--- src/rtl/button_defs.vh ---
// Shared constants for the button debouncer: state encodings and default timing.
// Latency: n/a (definitions only).
// Backpressure: n/a (definitions only).
`ifndef BUTTON_DEFS_VH
`define BUTTON_DEFS_VH

// Default timing, in core clock cycles
`define BTN_DEBOUNCE_CYCLES_DEFAULT   4
`define BTN_LONG_PRESS_CYCLES_DEFAULT 20

// FSM state encodings
`define BTN_ST_IDLE         2'd0
`define BTN_ST_PRESS_WAIT   2'd1
`define BTN_ST_PRESSED      2'd2
`define BTN_ST_RELEASE_WAIT 2'd3

`endif

--- src/rtl/button_debouncer_pkg.sv ---
// Shared types and constants for the button debouncer and its users.
// Latency: n/a (package only).
// Backpressure: n/a (package only).
`include "button_defs.vh"

package button_debouncer_pkg;

    localparam int unsigned DEBOUNCE_CYCLES_DEFAULT   = `BTN_DEBOUNCE_CYCLES_DEFAULT;
    localparam int unsigned LONG_PRESS_CYCLES_DEFAULT = `BTN_LONG_PRESS_CYCLES_DEFAULT;

    typedef enum logic [1:0] {
        ST_IDLE         = `BTN_ST_IDLE,
        ST_PRESS_WAIT   = `BTN_ST_PRESS_WAIT,
        ST_PRESSED      = `BTN_ST_PRESSED,
        ST_RELEASE_WAIT = `BTN_ST_RELEASE_WAIT
    } state_t;

    // Width of the debounce/hold counters: large enough to hold
    // LONG_PRESS_CYCLES without wrapping.
    function automatic int unsigned cnt_width(input int unsigned long_cycles);
        return $clog2(long_cycles + 1);
    endfunction

endpackage

--- src/rtl/button_debouncer_sync_2ff.sv ---
// Two-flop synchronizer for a single asynchronous bit.
// Latency: 2 clk edges from d to q.
// Backpressure: none; free-running.
//
// Ports:
//   clk - rising-edge clock
//   rst - synchronous active-low reset, clears both flops
//   d   - asynchronous input bit
//   q   - synchronized output (second flop)
module sync_2ff (
    input  logic clk,
    input  logic rst,
    input  logic d,
    output logic q
);

    logic s1_q;
    logic s2_q;

    always_ff @(posedge clk) begin
        if (!rst) begin
            s1_q <= 1'b0;
            s2_q <= 1'b0;
        end else begin
            s1_q <= d;
            s2_q <= s1_q;
        end
    end

    assign q = s2_q;

endmodule

--- src/rtl/button_debouncer.sv ---
// Push-button debouncer with press, release and long-press strobes.
// Latency: press/release strobe high in the cycle after edge DEBOUNCE_CYCLES+2 of a stable level.
// Backpressure: none; strobes are one-cycle, fire-and-forget.
//
// Ports:
//   clk              - rising-edge clock
//   rst              - synchronous active-low reset
//   btn_in           - raw asynchronous button, 1 = pressed
//   btn_level        - debounced level (registered)
//   press_pulse      - one-cycle strobe on accepted press (registered)
//   release_pulse    - one-cycle strobe on accepted release (registered)
//   long_press_pulse - one-cycle strobe LONG_PRESS_CYCLES after press_pulse (registered)
module button_debouncer
    import button_debouncer_pkg::*;
#(
    parameter int unsigned DEBOUNCE_CYCLES   = DEBOUNCE_CYCLES_DEFAULT,
    parameter int unsigned LONG_PRESS_CYCLES = LONG_PRESS_CYCLES_DEFAULT
) (
    input  logic clk,
    input  logic rst,
    input  logic btn_in,
    output logic btn_level,
    output logic press_pulse,
    output logic release_pulse,
    output logic long_press_pulse
);

    localparam int unsigned     CW        = cnt_width(LONG_PRESS_CYCLES);
    localparam logic [CW-1:0]   CNT_ONE   = CW'(1);
    localparam logic [CW-1:0]   DB_LAST   = CW'(DEBOUNCE_CYCLES - 1);
    localparam logic [CW-1:0]   HOLD_LAST = CW'(LONG_PRESS_CYCLES - 1);

    logic          btn_sync;

    state_t        state_q;
    logic [CW-1:0] db_cnt_q;
    logic [CW-1:0] hold_cnt_q;
    logic          long_done_q;
    logic          btn_level_q;
    logic          press_q;
    logic          release_q;
    logic          long_q;

    logic          release_accept;
    logic          hold_active;

    sync_2ff u_sync (
        .clk (clk),
        .rst (rst),
        .d   (btn_in),
        .q   (btn_sync)
    );

    // Release is accepted on this edge; the long-press strobe must yield to it.
    assign release_accept = (state_q == ST_RELEASE_WAIT) && !btn_sync && (db_cnt_q == DB_LAST);

    // Hold time keeps running through release-side bounces, so a bounce
    // back into PRESSED does not restart the long-press timer.
    assign hold_active = (state_q == ST_PRESSED) ||
                         ((state_q == ST_RELEASE_WAIT) && !release_accept);

    always_ff @(posedge clk) begin
        if (!rst) begin
            state_q     <= ST_IDLE;
            db_cnt_q    <= '0;
            hold_cnt_q  <= '0;
            long_done_q <= 1'b0;
            btn_level_q <= 1'b0;
            press_q     <= 1'b0;
            release_q   <= 1'b0;
            long_q      <= 1'b0;
        end else begin
            press_q   <= 1'b0;
            release_q <= 1'b0;
            long_q    <= 1'b0;

            unique case (state_q)
                ST_IDLE: begin
                    if (btn_sync) begin
                        state_q  <= ST_PRESS_WAIT;
                        db_cnt_q <= '0;
                    end
                end

                ST_PRESS_WAIT: begin
                    if (!btn_sync) begin
                        state_q <= ST_IDLE;
                    end else if (db_cnt_q == DB_LAST) begin
                        state_q     <= ST_PRESSED;
                        btn_level_q <= 1'b1;
                        press_q     <= 1'b1;
                        hold_cnt_q  <= '0;
                        long_done_q <= 1'b0;
                    end else begin
                        db_cnt_q <= db_cnt_q + CNT_ONE;
                    end
                end

                ST_PRESSED: begin
                    if (!btn_sync) begin
                        state_q  <= ST_RELEASE_WAIT;
                        db_cnt_q <= '0;
                    end
                end

                ST_RELEASE_WAIT: begin
                    if (btn_sync) begin
                        state_q <= ST_PRESSED;
                    end else if (db_cnt_q == DB_LAST) begin
                        state_q     <= ST_IDLE;
                        btn_level_q <= 1'b0;
                        release_q   <= 1'b1;
                    end else begin
                        db_cnt_q <= db_cnt_q + CNT_ONE;
                    end
                end

                default: begin
                    state_q <= ST_IDLE;
                end
            endcase

            // Hold counter saturates at HOLD_LAST; the edge after it first
            // sits there fires the long-press strobe, once per press.
            if (hold_active) begin
                if (hold_cnt_q == HOLD_LAST) begin
                    if (!long_done_q) begin
                        long_q      <= 1'b1;
                        long_done_q <= 1'b1;
                    end
                end else begin
                    hold_cnt_q <= hold_cnt_q + CNT_ONE;
                end
            end
        end
    end

    assign btn_level        = btn_level_q;
    assign press_pulse      = press_q;
    assign release_pulse    = release_q;
    assign long_press_pulse = long_q;

endmodule

--- config.mk ---
export PLATFORM = sky130hd
export DESIGN_NAME = button_debouncer
export DESIGN_NICKNAME = d
export VERILOG_FILES = /design/src/rtl/button_debouncer_pkg.sv /design/src/rtl/button_debouncer_sync_2ff.sv /design/src/rtl/button_debouncer.sv
export VERILOG_INCLUDE_DIRS = /design/src /design/src/rtl
export SDC_FILE = /design/constraint.sdc
export NUM_CORES = 1
export LEC_CHECK = 0
export ABC_AREA = 1
export CORE_UTILIZATION = 50
export CTS_CLUSTER_DIAMETER = 30
export DETAILED_ROUTE_END_ITERATION = 8
export DONT_BUFFER_PORTS = 1
export GPL_TIMING_DRIVEN = 0
export PLACE_DENSITY = 0.73
export SLEW_MARGIN = 20
export SYNTH_ARGS = -nofsm -noshare
export SYNTH_HDL_FRONTEND = slang
export SYNTH_SLANG_ARGS = --single-unit
--- constraint.sdc ---
create_clock -name clk -period 1.8 [get_ports clk]
set_input_delay 0.45 -clock clk [delete_from_list [all_inputs] [get_ports clk]]
set_output_delay 0.45 -clock clk [all_outputs]
set_load 0.05 [all_outputs]
==> flow_summary.yaml <==
floorplan:
  dieArea_um2: 2046
  die_height_um: 45.24
  io-pin-count: 7
  fp-row-count: 15
  core_um2: 1745
  die_w_um: 45.24
  initial_core_util_pct: 53.55
critical_path:
  crit_top_cell: "nand2_1"
  critical_path_class: "flop to flop"
  critPathLaunchType: "flop"
  slowest_delay_ps: 380
  r2r_slack_ps: 320
  cp.required_ps: 2000
  cp-end-kind: "flop"
  critPathLaunch: "db_cnt_q[0]"
  r2r_start: "db_cnt_q[0]"
  path_max_fanout: 6
  crit_arrival_ps: 1680
  crit_path_top_delay_cell: "dfxtp_1"
  ff2ff_path_depth: 8
  timing.rr.end: "hold_cnt_q[4]"
  cp_cell_sequence: "ha_1 -> nand3_2 -> nor2_4 -> nand2_4 -> nand2_1 -> nand2_1 -> nand2_1 -> nor2_1"
placement:
  dp.final_hpwl_um: 1214
  place_ws_ps: 329.7
  io_buffers: 0
  globalplace.congestion: 0.8534
detailed_routing:
  drc: 0
  drt_iter0_drc: 33
  routed_wl_um: 1639
  vias_per_cell: 5.058
  routedWlPerCell_um: 10.51
  firstDrtPassIters: 4
  num_vias: 789
  ant_nets: 0
grt:
  grt_pass1_vias: 700
  grt_usage_pct: 19.83
  grt_pass1_wl_um: 2856
  gr-total-overflow: 0
  antenna_found_initial: 0
  grt_max_degree: 11
clock_network:
  numCtsBuffers: 3
  postCtsSetupBuffers: 0
  clock_latency_ps: 300
  root_buffer: "clkbuf_4"
  clk_path_buf_depth: 2
  clk_pin_slew_worst_paths_ps: 100
  cts_tree: "yes"
  ctsResizeCount: 0
  hold_buffers: 0
  clock-sinks: 19
  cts_htree_levels: 1
power_and_ir_drop:
  combPwrFrac_pct: 3.6
  sequentialPowerShare_pct: 64.4
  power_density_nw_per_um2: 668.9
  p_leak_nw: 0.4299
  power.share.clock_pct: 32.0
  ir_worst_vdd_uv: 549.1
  p_int_mw: 0.5170
  p_switching_mw: 0.1468
  finalPower_mw: 0.6637
  switching_share_pct: 22.11
final_layout:
  nNetsFinal: 137
  layout_common_cells: "nand2_1 (27), nor2_1 (25), dfxtp_1 (19)"
  num_antenna_cells: 0
  utilization_pct: 56.85
  area_growth_pct: 6.158
  drive_gt1_share_pct: 16.03
  final_common_cell: "nand2_1"
logic_synthesis:
  netlist_instances: 127
  synth_area_leaders: "dfxtp_1 (41%), nand2_1 (11%), nor2_1 (10%)"
  synth_nets: 132
  yosysUniqueCellTypes: 24
  yosysSeqAreaShare_pct: 40.70
  synth_top_area_share_pct: 40.70
  synth_top_cell_by_area: "dfxtp_1"
  syn_area_per_cell_um2: 7.359
  ys_ff_latch: 19
  syn-cell-area_um2: 934.6
  yosys_warnings: 0
timing:
  rsz0062_at_grt: "false"
  slew_viol_final: 0
  tightest_slew_ps: 503.4
  relSlewSlack_pct: 66.40
  fin_tns_setup_ps: 0
  finalHoldViolCount: 0
  finalClockSkew_ps: 1.900
  hold_ws_ps: 246.0
  fmax_mhz: 674.5
  fin_ws_ps: 317.4
  finalSetupViolCount: 0
  fin_crit_ps: 1483
  fin_crit_sh_pct: 82.37
hold_path:
  hp-start: "btn_in"
  holdPathStages: 2
  hp-class: "primary input to flop"
  min_to: "u_sync.s1_q"
outcome:
  outcome: "complete, no violations"
run:
  drv_cap: 0
## power by group through the flow
stage                     clock network (mW)  logic [mW]  registers (mW)
after floorplan                            0      0.0191           0.436
after global placement                     0      0.0235           0.437
after detailed placement                   0      0.0241           0.437
after CTS                              0.219      0.0240           0.428
after global routing                   0.237      0.0261           0.428
final                                  0.212      0.0238           0.427
## metal layers
| layer | routed length [um] | share of wire (%) | GRT usage, % |
|---|---|---|---|
| met1 | 771 | 47 | 24.50 |
| met2 | 714 | 44 | 30.72 |
| met3 | 125 | 7.6 | 8.800 |
| met4 | 27 | 1.6 | 6.667 |
| met5 | 0 | 0 | 0 |
## worst max path at each step
stage          slack (ps)             to  depth (start not counted)
5_1_grt               170  hold_cnt_q[1]                          8
3_5_place_dp          330  hold_cnt_q[4]                          8
4_1_cts               310  hold_cnt_q[4]                          8
6_report              320  hold_cnt_q[4]                          8
3_3_place_gp          370  hold_cnt_q[0]                          8
2_1_floorplan         500  hold_cnt_q[0]                          8
## cell families (layout without fill, tap and decap cells)
logic type / count (synthesis) / after routing / share of synthesized area, %
compound gates: 11 / 11 / 6.291
xor+xnor: 3 / 3 / 2.812
fa+ha+maj: 2 / 2 / 2.677
buf+inv: 16 / 20 / 6.960
flops: 19 / 19 / 40.70
simple gates: 76 / 76 / 40.56
## synthesized netlist by cell type
cell	count
nand3_1	10
clkinv_1	1
nor3_1	1
inv_2	4
nor2_1	25
nor2_2	2
inv_1	8
nand4_1	2
dfxtp_1	19
nand3_2	2
buf_4	1
nand2_4	1
o21ai_0	1
clkbuf_1	1
o21ai_2	1
xor2_1	3
o21ai_1	4
nand2_1	27
nor2_4	4
nand2_2	1
ha_1	2
a21oi_1	5
nand4_4	1
buf_2	1
## layout make-up
| cell class | count | area [um^2] |
|---|---|---|
| multi-input cells | 92 | 489.2 |
| clock buffers | 4 | 26.28 |
| flip-flops and latches | 19 | 380.4 |
| plain buffers | 3 | 16.27 |
| fillers | 164 | 753.2 |
| inverters | 13 | 48.80 |
| well taps | 25 | 31.28 |
## registers in the layout, indices dropped and copies added, names as in the netlist, named ones only
signal,count
db_cnt_q,5
hold_cnt_q,5
btn_level,1
long_done_q,1
long_press_pulse,1
press_pulse,1
release_pulse,1
state_q,1
u_sync.q,1
u_sync.s1_q,1
## per-stage QoR
| step | std cells | instance area (um^2) |
|---|---|---|
| final | 156 | 992.2 |
| after global routing | 156 | 992.2 |
| after CTS | 156 | 992.2 |
| after detailed placement | 152 | 965.9 |
| after global placement | 152 | 965.9 |
| after floorplan | 127 | 934.6 |
## critical path, delay by kind of cell, from the launching register on
family	cells	cell delay, ps
adders and majority gates	1	360
and+or+nand+nor	7	640
DFF	1	380
No activity file was read; power rests on OpenSTA's default activity.
==> variant: new RTL, same settings <==
Reset style: asynchronous (`rst`), changed in 2 clocked blocks. Comments in the files are not updated.
--- a/src/rtl/button_debouncer_sync_2ff.sv
+++ b/src/rtl/button_debouncer_sync_2ff.sv
@@ -19,3 +19,3 @@
 
-    always_ff @(posedge clk) begin
+    always_ff @(posedge clk or negedge rst) begin
         if (!rst) begin
--- a/src/rtl/button_debouncer.sv
+++ b/src/rtl/button_debouncer.sv
@@ -61,3 +61,3 @@
 
-    always_ff @(posedge clk) begin
+    always_ff @(posedge clk or negedge rst) begin
         if (!rst) begin
Check against the original RTL: differs if rst is asserted again (counterexample within 10 cycles, from zero or initial values and one cycle with rst low); with rst held inactive, the same outputs for 10 cycles.
==> variant against the unedited design <==
- sequential cell count did not move
- global-route usage down 1.3 points
- utilization is 1.5 points higher
- cell count is 17% lower
- clock skew is 0.0052 ns higher
- worst hold slack worse by 0.065 ns
- area after synthesis is 4.2% higher
- final area rose by 4.9%
- via count is 14% lower
- sequential share of layout area grew 7.3 points
- wire length down 7.8%
- setup slack gained 0.084 ns
Power is not compared: it rests on default switching activity, and its combinational part moved more than twofold at a synthesized area within 25%.
==> variant: results (changes against the unedited design) <==
- Fill cells: 163 (-0.61%)
- Hold Slack: 0.1807 ns (-0.06529 ns)
- Avg WL per Cell: 11.62 um (+11%)
- Area contributors post-synth: dfrtp_1 (49%), nand2_1 (6.9%), nand3_1 (4.6%)
- Via count: 675 (-14%)
- Worst path max stage delay: 0.40 ns (+0.02 ns)
- Status: complete, no violations
- Clock Skew: 0.007099 ns (+0.005199 ns)
- Initial DRC count: 3 (-91%)
- Hold-fix buffers, CTS: 1 (+1)
- Syn Inst Count: 100 (-21%)
- R2R setup slack: 0.40 ns (+0.08 ns)
- CP max stage cell: dfrtp_1
- Crit-path leading delay family: flip-flops
- Final #Nets: 111 (-19%)
- Vias in the first global route: 669 (-4.4%)
- Largest net degree at the start of global routing: 20 (+9)
- Synth cell count leaders: dfrtp_1 (19), nand2_1 (18), nand3_1 (9), inv_1 (7), nand4_1 (7)
- Worst-margin pin slew: 0.8222 ns (+0.3189 ns)
- Crit-path max FO: 9 (+3)
- Pre-CTS WS: 0.4122 ns (+0.08244 ns)
- Reg2reg path depth: 6 (-2)
- Sequential area share after synthesis: 48.84% (+8.1 points)
- Overall routed net length: 1511 um (-7.8%)
- First-pass GRT wire length: 2766 um (-3.2%)
- Synth unique cells: 25 (+4.2%)
[variant: cell types whose count changed in the layout (fill, tap and decap cells not counted), sizes merged, moves of 2 or more]
cell    before  now
dfxtp       19    0
inv         12   10
o21ai        6    9
nand2       29   21
nor2        31    8
o21bai       0    2
a21oi        5    0
dfrtp        0   19
nand4        3    8
[variant: layout make-up]
cell class              instances  share of cell area [%]
flip-flops and latches         19                   45.67
inverters                      10                   3.606
plain buffers                   3                   1.923
well taps                      25                   3.005
clock buffers                   4                   2.524
multi-input cells              68                   42.31
repair buffers                  1                  0.9615
[variant: logic make-up after synthesis]
group | after synthesis | synth area share (%)
fa+ha+maj | 2 | 2.570
simple gates | 51 | 31.36
compound gates | 11 | 6.940
flops | 19 | 48.84
buf+inv | 13 | 5.912
xor+xnor | 4 | 4.371
[variant: how the worst max path moves through the flow]
stage	start	to	slack (ns)	cells past startpoint
6_report	db_cnt_q[1]	btn_level	0.40	6
5_1_grt	db_cnt_q[1]	hold_cnt_q[2]	0.27	6
4_1_cts	db_cnt_q[1]	hold_cnt_q[2]	0.40	6
3_5_place_dp	db_cnt_q[1]	long_done_q	0.41	8
3_3_place_gp	db_cnt_q[1]	long_done_q	0.44	8
2_1_floorplan	db_cnt_q[1]	long_done_q	0.55	8
[variant: through the flow]
stage	instance area (um^2)	utilization [%]
CTS	1041	58.39
finish	1041	58.39
detailed placement	1005	56.35
global placement	1005	56.35
floorplan	973.4	-
global route	1041	58.39
[variant: per-layer routing]
metal	GRT usage [%]	wire length [um]
met5	0	0
met4	5.294	14
met3	3.922	34
met2	29.86	737
met1	25.06	723
[variant: where the power goes]
part	leakage (nW)	switching, mW	internal (mW)
clock network	0.0150	0.129	0.0860
registers	0.249	0.123	0.532
logic	0.194	0.360	0.200
total	0.458	0.612	0.818
